==> config.mk <==
export PLATFORM = sky130hd
export DESIGN_NAME = mem_lsu
export DESIGN_NICKNAME = d
export VERILOG_FILES = /design/src/rtl/lsu_pkg.sv /design/src/rtl/lsu_lane_align.sv /design/src/rtl/mem_lsu.sv
export SDC_FILE = /design/constraint.sdc
export NUM_CORES = 1
export LEC_CHECK = 0
export BUFFER_PORTS_ARGS = -buffer_cell sky130_fd_sc_hd__clkbuf_2
export CAP_MARGIN = 20
export CORE_UTILIZATION = 40
export DETAILED_ROUTE_END_ITERATION = 12
export PLACE_DENSITY = 0.67
export SLEW_MARGIN = 10
export SYNTH_ARGS = -nofsm -noshare
export SYNTH_HDL_FRONTEND = slang
export SYNTH_HIERARCHICAL = 1
export SYNTH_SLANG_ARGS = --single-unit
export TNS_END_PERCENT = 20
==> constraint.sdc <==
create_clock -name clk -period 7.1 [get_ports clk]
set_clock_uncertainty 0.2 [all_clocks]
set_input_delay 0.71 -clock clk [delete_from_list [all_inputs] [get_ports clk]]
set_output_delay 0.71 -clock clk [all_outputs]
set_load 0.05 [all_outputs]
==> src/rtl/lsu_pkg.sv <==
// Shared types for the load/store unit: access-size encoding, FSM states, byte-enable bases.
// Latency: n/a (types and constants only).
// Backpressure: n/a.
package lsu_pkg;

  // Same encoding as the single-cycle data memory; stores treat 10 and 11 alike.
  typedef enum logic [1:0] {
    LS_WORD  = 2'b00,
    LS_HALF  = 2'b01,
    LS_BYTE  = 2'b10,
    LS_BYTEU = 2'b11
  } ls_ctrl_e;

  typedef enum logic [1:0] {
    ST_IDLE = 2'b00,
    ST_REQ  = 2'b01,
    ST_RESP = 2'b10,
    ST_DONE = 2'b11
  } lsu_state_e;

  // Byte-enable patterns for lane 0; shifted by the low address bits.
  localparam logic [3:0] BE_WORD = 4'b1111;
  localparam logic [3:0] BE_HALF = 4'b0011;
  localparam logic [3:0] BE_BYTE = 4'b0001;

endpackage

==> src/rtl/lsu_lane_align.sv <==
// Lane steering: byte enables + replicated store data (store side), lane extract + extension (load side).
// Latency: purely combinational.
// Backpressure: none; outputs follow inputs.
// Ports: i_st_addr/i_st_ctrl/i_wdata -> o_be/o_wdata ; i_ld_addr/i_ld_ctrl/i_rdata -> o_rdata.
module lsu_lane_align
  import lsu_pkg::*;
(
  input  logic [1:0]  i_st_addr,
  input  ls_ctrl_e    i_st_ctrl,
  input  logic [31:0] i_wdata,
  input  logic [1:0]  i_ld_addr,
  input  ls_ctrl_e    i_ld_ctrl,
  input  logic [31:0] i_rdata,
  output logic [3:0]  o_be,
  output logic [31:0] o_wdata,
  output logic [31:0] o_rdata
);

  logic [15:0] w_half;
  logic [7:0]  w_byte;

  // Store side. Word accesses ignore a[1:0]; half accesses only look at a[1].
  always_comb begin
    o_be    = BE_WORD;
    o_wdata = i_wdata;
    case (i_st_ctrl)
      LS_WORD: begin
        o_be    = BE_WORD;
        o_wdata = i_wdata;
      end
      LS_HALF: begin
        o_be    = BE_HALF << {i_st_addr[1], 1'b0};
        o_wdata = {2{i_wdata[15:0]}};
      end
      default: begin
        o_be    = BE_BYTE << i_st_addr;
        o_wdata = {4{i_wdata[7:0]}};
      end
    endcase
  end

  // Load side lane selection (little-endian).
  always_comb begin
    w_half = i_ld_addr[1] ? i_rdata[31:16] : i_rdata[15:0];
    case (i_ld_addr)
      2'd0:    w_byte = i_rdata[7:0];
      2'd1:    w_byte = i_rdata[15:8];
      2'd2:    w_byte = i_rdata[23:16];
      default: w_byte = i_rdata[31:24];
    endcase
  end

  always_comb begin
    o_rdata = i_rdata;
    case (i_ld_ctrl)
      LS_WORD:  o_rdata = i_rdata;
      LS_HALF:  o_rdata = {{16{w_half[15]}}, w_half};
      LS_BYTE:  o_rdata = {{24{w_byte[7]}}, w_byte};
      default:  o_rdata = {24'h0, w_byte};
    endcase
  end

endmodule

==> src/rtl/mem_lsu.sv <==
// Load/store unit: memory-stage access -> req/gnt/rvalid data-memory bus, with load extension.
// Latency: load 3 stall cycles, store 2, +1 per gnt or rvalid wait cycle; misaligned trap (LSU_MISALIGN_EN) 1.
// Backpressure: holds mem_* stable in REQ until mem_gnt; stall_o freezes the pipeline until DONE.
// Ports: pipeline side memread_m/memwrite_m/ls_ctrl_m/addr_m/wdata_m -> stall_o/rdata_o/misalign_o;
//        memory side mem_req/mem_we/mem_addr/mem_be/mem_wdata <- mem_gnt/mem_rvalid/mem_rdata.
// Build option: define LSU_MISALIGN_EN to trap misaligned word/half accesses instead of truncating a[1:0].
module mem_lsu
  import lsu_pkg::*;
#(
  parameter int ADDR_W = 32
) (
  input  logic              clk,
  input  logic              reset,
  input  logic              memread_m,
  input  logic              memwrite_m,
  input  logic [1:0]        ls_ctrl_m,
  input  logic [ADDR_W-1:0] addr_m,
  input  logic [31:0]       wdata_m,
  output logic              stall_o,
  output logic [31:0]       rdata_o,
  output logic              misalign_o,
  output logic              mem_req,
  output logic              mem_we,
  output logic [ADDR_W-1:0] mem_addr,
  output logic [3:0]        mem_be,
  output logic [31:0]       mem_wdata,
  input  logic              mem_gnt,
  input  logic              mem_rvalid,
  input  logic [31:0]       mem_rdata
);

  lsu_state_e        r_state;
  logic [ADDR_W-1:0] r_addr;
  ls_ctrl_e          r_ctrl;
  logic              r_we;
  logic [3:0]        r_be;
  logic [31:0]       r_wdata;
  logic [31:0]       r_rdata;

  logic              w_start;
  logic              w_misalign;
  ls_ctrl_e          w_ctrl_in;
  logic [3:0]        w_be;
  logic [31:0]       w_wdata_rep;
  logic [31:0]       w_rdata_ext;

  assign w_start   = memread_m | memwrite_m;
  assign w_ctrl_in = ls_ctrl_e'(ls_ctrl_m);

  // Store lanes are computed from the live inputs and registered at issue so the
  // request is driven straight from flops; load lanes use the latched address.
  lsu_lane_align u_align (
    .i_st_addr (addr_m[1:0]),
    .i_st_ctrl (w_ctrl_in),
    .i_wdata   (wdata_m),
    .i_ld_addr (r_addr[1:0]),
    .i_ld_ctrl (r_ctrl),
    .i_rdata   (mem_rdata),
    .o_be      (w_be),
    .o_wdata   (w_wdata_rep),
    .o_rdata   (w_rdata_ext)
  );

`ifdef LSU_MISALIGN_EN
  logic r_misalign;

  assign w_misalign = ((w_ctrl_in == LS_WORD) && (addr_m[1:0] != 2'b00)) ||
                      ((w_ctrl_in == LS_HALF) && addr_m[0]);

  // High only during the DONE cycle that follows a trapped access.
  always_ff @(posedge clk or posedge reset) begin
    if (reset) begin
      r_misalign <= 1'b0;
    end else begin
      r_misalign <= (r_state == ST_IDLE) && w_start && w_misalign;
    end
  end

  assign misalign_o = r_misalign;
`else
  assign w_misalign = 1'b0;
  assign misalign_o = 1'b0;
`endif

  always_ff @(posedge clk or posedge reset) begin
    if (reset) begin
      r_state <= ST_IDLE;
      r_addr  <= '0;
      r_ctrl  <= LS_WORD;
      r_we    <= 1'b0;
      r_be    <= 4'h0;
      r_wdata <= 32'h0;
      r_rdata <= 32'h0;
    end else begin
      case (r_state)
        ST_IDLE: begin
          if (w_start) begin
            r_addr  <= addr_m;
            r_ctrl  <= w_ctrl_in;
            r_we    <= memwrite_m;
            r_be    <= w_be;
            r_wdata <= w_wdata_rep;
            r_state <= w_misalign ? ST_DONE : ST_REQ;
          end
        end
        ST_REQ: begin
          if (mem_gnt) begin
            r_state <= r_we ? ST_DONE : ST_RESP;
          end
        end
        ST_RESP: begin
          if (mem_rvalid) begin
            r_rdata <= w_rdata_ext;
            r_state <= ST_DONE;
          end
        end
        ST_DONE: begin
          // The pipeline advances this cycle; the next access is seen back in IDLE.
          r_state <= ST_IDLE;
        end
        default: r_state <= ST_IDLE;
      endcase
    end
  end

  // Reset gates stall combinationally so the pipeline is never frozen while held in reset.
  assign stall_o = ~reset & (((r_state == ST_IDLE) & w_start) |
                             (r_state == ST_REQ) | (r_state == ST_RESP));

  assign mem_req   = (r_state == ST_REQ);
  assign mem_we    = r_we;
  assign mem_addr  = {r_addr[ADDR_W-1:2], 2'b00};
  assign mem_be    = r_be;
  assign mem_wdata = r_wdata;
  assign rdata_o   = r_rdata;

endmodule

==> results of run 1 <==
[through the flow]
stage | utilization, % | instances | hold slack, ns | instance area, um2
6_report | 49.3 | 764 | 0.243 | 6500
5_1_grt | 49.3 | 764 | 0.282 | 6500
4_1_cts | 49.3 | 764 | 0.254 | 6500
3_5_place_dp | 47.1 | 748 | 0.292 | 6210
3_3_place_gp | 47.1 | 748 | 0.287 | 6210
2_1_floorplan | - | 430 | 0.274 | 5420
[state kept, by name, summed over array words and instances, names as in the netlist]
signal	cells
mem_wdata	32
r_ctrl	2
r_addr	32
mem_be	4
r_state	2
mem_we	1
rdata_o	32
[cells in the mapped netlist (all sizes together), types with 2 or more instances]
cell type / n
nor2: 7
dfrtp: 105
o221ai: 3
nor2b: 4
inv: 7
nor3: 9
o21ai: 5
ha: 4
o32ai: 2
a21oi: 3
clkbuf: 3
a211oi: 6
o211ai: 14
nand2: 26
buf: 63
a32oi: 2
mux2i: 9
mux2: 134
o22ai: 8
nand2b: 4
[layer usage]
metal	track usage [%]	up-vias
met2	30.7	169
met3	5.55	12
met4	5.61	0
met5	0	-
li1	-	1794
met1	22.3	1913
[cells in the final DEF (no fill, tap or decap), types with 2 or more instances in the layout]
| master | instances |
|---|---|
| a211oi_1 | 6 |
| a21oi_1 | 3 |
| a32oi_1 | 2 |
| buf_4 | 4 |
| clkbuf_16 | 9 |
| clkbuf_2 | 204 |
| clkinv_2 | 4 |
| conb_1 | 3 |
| dfrtp_1 | 105 |
| ha_1 | 4 |
| inv_1 | 6 |
| mux2_2 | 133 |
| mux2i_1 | 9 |
| nand2_1 | 26 |
| nand2b_1 | 4 |
| nor2_1 | 7 |
| nor2b_1 | 4 |
| nor3_1 | 9 |
| o211ai_1 | 14 |
| o21ai_0 | 2 |
| o21ai_1 | 2 |
| o221ai_1 | 3 |
| o22ai_1 | 8 |
| o32ai_1 | 2 |
[cell type report]
type / instances / area [um2] / share of cell area (%)
Clock buffer: 10 / 229 / 3.52
Clock inverter: 6 / 58.8 / 0.905
Inverter: 7 / 28.8 / 0.443
Multi-Input combinational cell: 252 / 2280 / 35.1
Sequential cell: 105 / 2630 / 40.4
Tap cell: 176 / 220 / 3.39
Timing Repair Buffer: 208 / 1050 / 16.2
[logic make-up (layout without fill, tap and decap cells)]
| logic type | Yosys count | after routing | synth area share, % |
|---|---|---|---|
| buf+inv | 73 | 231 | 9.51 |
| other cells | 1 | 3 | 0.0693 |
| fa+ha+maj | 4 | 4 | 0.926 |
| compound gates | 47 | 47 | 6.50 |
| flops | 105 | 105 | 48.6 |
| mux | 143 | 143 | 29.6 |
| simple gates | 55 | 55 | 4.77 |
[how the worst max path moves through the flow]
stage	from	endpoint	cells after the start	slack, ns
global route	r_state[0]	stall_o	5	4.42
CTS	r_state[0]	stall_o	5	4.52
finish	r_state[0]	stall_o	5	4.55
global placement	ls_ctrl_m[1]	mem_wdata[21]	4	4.44
floorplan	reset	mem_be[0]	1	3.43
detailed placement	ls_ctrl_m[1]	mem_wdata[19]	4	4.43
==> results.sh, run 1 <==
export IMPL_max_freq_ghz=0.392
export IMPL_syn_area_um2=5410
export IMPL_hold_vio_cnt_final=0
export IMPL_cts_root_buffer="clkbuf_16"
export IMPL_number_of_antenna_violations_at_the_first_check_in_global_routing=0
export IMPL_drv_slew=0
export IMPL_timing_reg2reg_setup_slack_ns=4.63
export IMPL_num_rows=42
export IMPL_cts_num_sinks=105
export IMPL_reg2reg_from="r_ctrl[1]"
export IMPL_design_core_area_um2=13200
export IMPL_met3_wirelength_um=925
export IMPL_die_area_um2=14000
export IMPL_grt_use_total_pct=18.2
export IMPL_dpl_worst_slack_ns=4.43
export IMPL_die_x_um=118
export IMPL_initial_utilization_pct=41.0
export IMPL_worst_setup_path_start_kind="flop"
export IMPL_vias_in_the_first_global_route=4034
export IMPL_drt_first_pass_iters=6
export IMPL_met2WireLength_mm=5.83
export IMPL_cts_buffers=9
export IMPL_post_route_cells_drive_above_1_share_pct=61.4
export IMPL_critPathTopFamily="buffers and inverters"
export IMPL_critPathKind="flop to primary output"
export IMPL_synth_edf_count=0
export IMPL_post_synth_num_cell_types=36
export IMPL_postSynthCellCount=428
export IMPL_cts_tree="yes"
export IMPL_die_h_um=118
export IMPL_dp_hpwl_mm=8.82
export IMPL_flop_and_latch_count_out_of_synthesis=105
export IMPL_synth_top_cell_by_area="dfrtp_1"
export IMPL_detail_route_wl_per_cell_um=15.8
export IMPL_clock_latency_ns=0.34
export IMPL_clock_tree_htree_level_count=3
export IMPL_final_setup_worst_slack_ns=4.55
export IMPL_cp_arrival_ns=1.64
export IMPL_critical_path_buf_inv_count=2
export IMPL_cts_hold_buffers=0
export IMPL_drcViolationCount=0
export IMPL_avgSynthCellArea_um2=12.6
export IMPL_grt_setup_unrepaired="no"
export IMPL_grt_first_pass_wirelength_mm=20.2
export IMPL_ff2ff_path_depth=4
export IMPL_globalplace_congestion=0.869
export IMPL_routed_length_on_met1_mm=5.17
export IMPL_design_portCount=208
export IMPL_top_layer_in_use="met4"
export IMPL_worst_slew_pin_transition_ns=0.893
export IMPL_max_cap_violations=0
export IMPL_areaGrowthSynthToFinish_pct=20.1
export IMPL_antenna_cells=0
export IMPL_setup_tns_ns=0
export IMPL_worst_ep_required_time_ns=6.19
export IMPL_worst_slew_margin_rel_pct=40.3
export IMPL_final_period_minus_worst_setup_slack_ns=2.55
export IMPL_cts_resized=0
export IMPL_layout_worst_path_cycle_share_pct=35.9
export IMPL_worst_r2r_endpoint="rdata_o[15]"
export IMPL_synth_flop_cell="dfrtp_1"
export IMPL_grt_remaining_overflow=0
export IMPL_final_setup_viol_count=0
export IMPL_crit_path_slowest_cell="dfrtp_1"
export IMPL_postCtsSetupBuffers=0
export IMPL_nFillCells=1243
export IMPL_detail_route_wirelength_mm=12.1
export IMPL_crit_end_element="primary output"
export IMPL_synth_seq_area_share_pct=48.6
export IMPL_run_status="finished clean"
export IMPL_drt_iter0_markers=259
export IMPL_portBuffers=204
export IMPL_path_max_fanout=5
export IMPL_min_path_type="primary input to async pin"
export IMPL_synth_warning_count=6
export IMPL_cts_reportedPaths_clkPinSlew_ns=0.06
export IMPL_vias=3888
export IMPL_postSynth_asyncResetShare_pct=100
export IMPL_crit_chain="inv_1 -> ha_1 -> o21ai_4 -> a21oi_1 -> clkbuf_2"
export IMPL_post_drt_via_cell_ratio=5.09
export IMPL_nNetsFinal=691
export IMPL_detail_route_antenna_nets=0
export IMPL_critPathMaxStageDelay_ns=0.40
export IMPL_synth_top_area_share_pct=48.6
export IMPL_synth_top_cells_by_area="dfrtp_1 (49%), mux2_2 (28%), buf_4 (6.2%)"
export IMPL_grt_max_degree=72
export IMPL_ctsLongestPathBuffers=2
Power of run 1 is left out: the tool's default activity adds up to more than one toggle a clock period on the data nets, which glitch-free logic cannot reach.
==> inputs of run 2 (changes only) <==
- PLACE_DENSITY: 0.67 -> 0.7
- clock period: 7.1 -> 2.1 ns (I/O delays scaled with it)
==> run 2 against run 1 <==
Effect of this change: non-clock buffer count is 59 higher; setup slack worse by 4.4 ns; largest cell class unchanged; via count is 5.2% higher; cell count is 7.7% higher; critical path depth stayed put; count of clock-buffer cells in the layout is 1 lower; worst hold slack worse by 0.22 ns; die area stayed put; final area is 10% higher; utilization is 5.1 points higher; sequential share of layout area is 3.8 points lower; register-to-register slack worse by 4.5 ns.
==> results.sh, run 2 (synthesis results as in run 1) <==
export IMPL_worst_setup_path_start_kind="flop"
export IMPL_clock_latency_ns=0.35
export IMPL_drv_slew=0
export IMPL_ff2ff_path_depth=4
export IMPL_cp_arrival_ns=1.56
export IMPL_worst_ep_required_time_ns=1.69
export IMPL_run_status="finished clean"
export IMPL_cts_tree="yes"
export IMPL_hold_vio_cnt_final=0
export IMPL_most_common_library_cell_in_the_layout_ignoring_fill_and_taps="clkbuf_2"
export IMPL_post_drt_via_cell_ratio=4.97
export IMPL_placed_area_um2=6370
export IMPL_design_core_area_um2=13200
export IMPL_nFillCells=1123
export IMPL_detail_route_wirelength_mm=13.2
export IMPL_cts_buffers=9
export IMPL_min_path_type="primary input to flop"
export IMPL_vias_in_the_first_global_route=4309
export IMPL_die_area_um2=14000
export IMPL_final_setup_worst_slack_ns=0.126
export IMPL_cts_root_buffer="clkbuf_16"
export IMPL_setup_tns_ns=0
export IMPL_highest_count_cells_in_the_layout_ignoring_fill_and_taps="clkbuf_2 (203), mux2_2 (133), dfrtp_1 (105)"
export IMPL_crit_chain="inv_1 -> ha_2 -> o21ai_4 -> a21oi_1 -> clkbuf_8"
export IMPL_clock_tree_htree_level_count=3
export IMPL_initial_utilization_pct=41.0
export IMPL_drt_iter0_markers=235
export IMPL_portBuffers=204
export IMPL_detail_route_wl_per_cell_um=16.0
export IMPL_fin_hold_ws_ns=0.0188
export IMPL_globalplace_congestion=0.895
export IMPL_post_route_cells_drive_above_1_share_pct=58.6
export IMPL_antenna_cells=0
export IMPL_grt_max_degree=57
export IMPL_dp_hpwl_mm=9.46
export IMPL_vias=4092
export IMPL_drt_first_pass_iters=5
export IMPL_max_freq_ghz=0.507
export IMPL_path_max_fanout=5
export IMPL_final_seq_area_um2=2630
export IMPL_grt_first_pass_wirelength_mm=21.3
export IMPL_cts_reportedPaths_clkPinSlew_ns=0.07
export IMPL_final_setup_viol_count=0
export IMPL_areaGrowthSynthToFinish_pct=32.5
export IMPL_crit_end_element="primary output"
export IMPL_ctsLongestPathBuffers=2
export IMPL_die_h_um=118
export IMPL_grt_setup_unrepaired="no"
export IMPL_max_cap_violations=0
export IMPL_num_rows=42
export IMPL_design_portCount=208
export IMPL_final_period_minus_worst_setup_slack_ns=1.97
export IMPL_dpl_worst_slack_ns=0.160
export IMPL_crit_path_slowest_cell="dfrtp_1"
export IMPL_final_area_um2=7160
export IMPL_worstHoldPathCells=3
export IMPL_die_x_um=118
export IMPL_grt_remaining_overflow=0
export IMPL_nNetsFinal=750
export IMPL_critPathKind="flop to primary output"
export IMPL_layout_worst_path_cycle_share_pct=94.0
export IMPL_worst_slew_margin_rel_pct=62.8
export IMPL_area_occupied_by_multi_input_gates_um2=2290
export IMPL_detail_route_antenna_nets=0
export IMPL_worst_slew_pin_transition_ns=0.558
export IMPL_drcViolationCount=0
export IMPL_cts_num_sinks=105
export IMPL_critPathMaxStageDelay_ns=0.40
export IMPL_number_of_antenna_violations_at_the_first_check_in_global_routing=0
export IMPL_grt_use_total_pct=19.3
## run 2: per-stage QoR
step	instances	utilization [%]
after global routing	823	54.3
after CTS	823	54.3
after floorplan	430	-
after global placement	761	48.3
final	823	54.3
after detailed placement	761	48.3
## run 2: worst max-delay path, delay by kind of cell, from the launching register on
kind	cells	cell delay [ns]
flops	1	0.40
buf+inv	2	0.36
fa+ha+maj	1	0.25
compound gates	2	0.22
## run 2: final timing paths
kind	end	slack (ns)	startpoint
worst min-delay path	mem_wdata[22]	0.02	wdata_m[22]
max in group asynchronous	mem_wdata[20]	0.83	reset
worst min register to register	r_addr[20]	0.30	r_addr[20]
min in group asynchronous	mem_we	0.23	reset
worst max-delay path	stall_o	0.13	r_state[0]
worst max register to register	r_state[1]	0.15	r_state[0]
## run 2: layer usage
metal | share of wire, % | global-route usage [%] | vias up
met4 | 2.1 | 8.25 | 0
met5 | 0 | 0 | -
met3 | 7.3 | 4.44 | 20
met2 | 49 | 32.9 | 188
met1 | 42 | 23.3 | 1973
li1 | - | - | 1911
## run 2: cell type report
| class | count | area share (%) |
|---|---|---|
| Timing Repair Buffer | 267 | 23.4 |
| Clock buffer | 9 | 3.14 |
| Inverter | 7 | 0.419 |
| Multi-Input combinational cell | 252 | 31.9 |
| Clock inverter | 7 | 1.40 |
| Sequential cell | 105 | 36.7 |
| Tap cell | 176 | 3.07 |
## run 2: repair_timing
action,in CTS,in global routing
gates cloned,0,0
hold endpoints to repair,59,0
endpoints found under the setup margin,1,2
setup buffers,2,0
hold buffers,44,0
resized for setup,3,1
Power of run 2 is left out for the same reason.
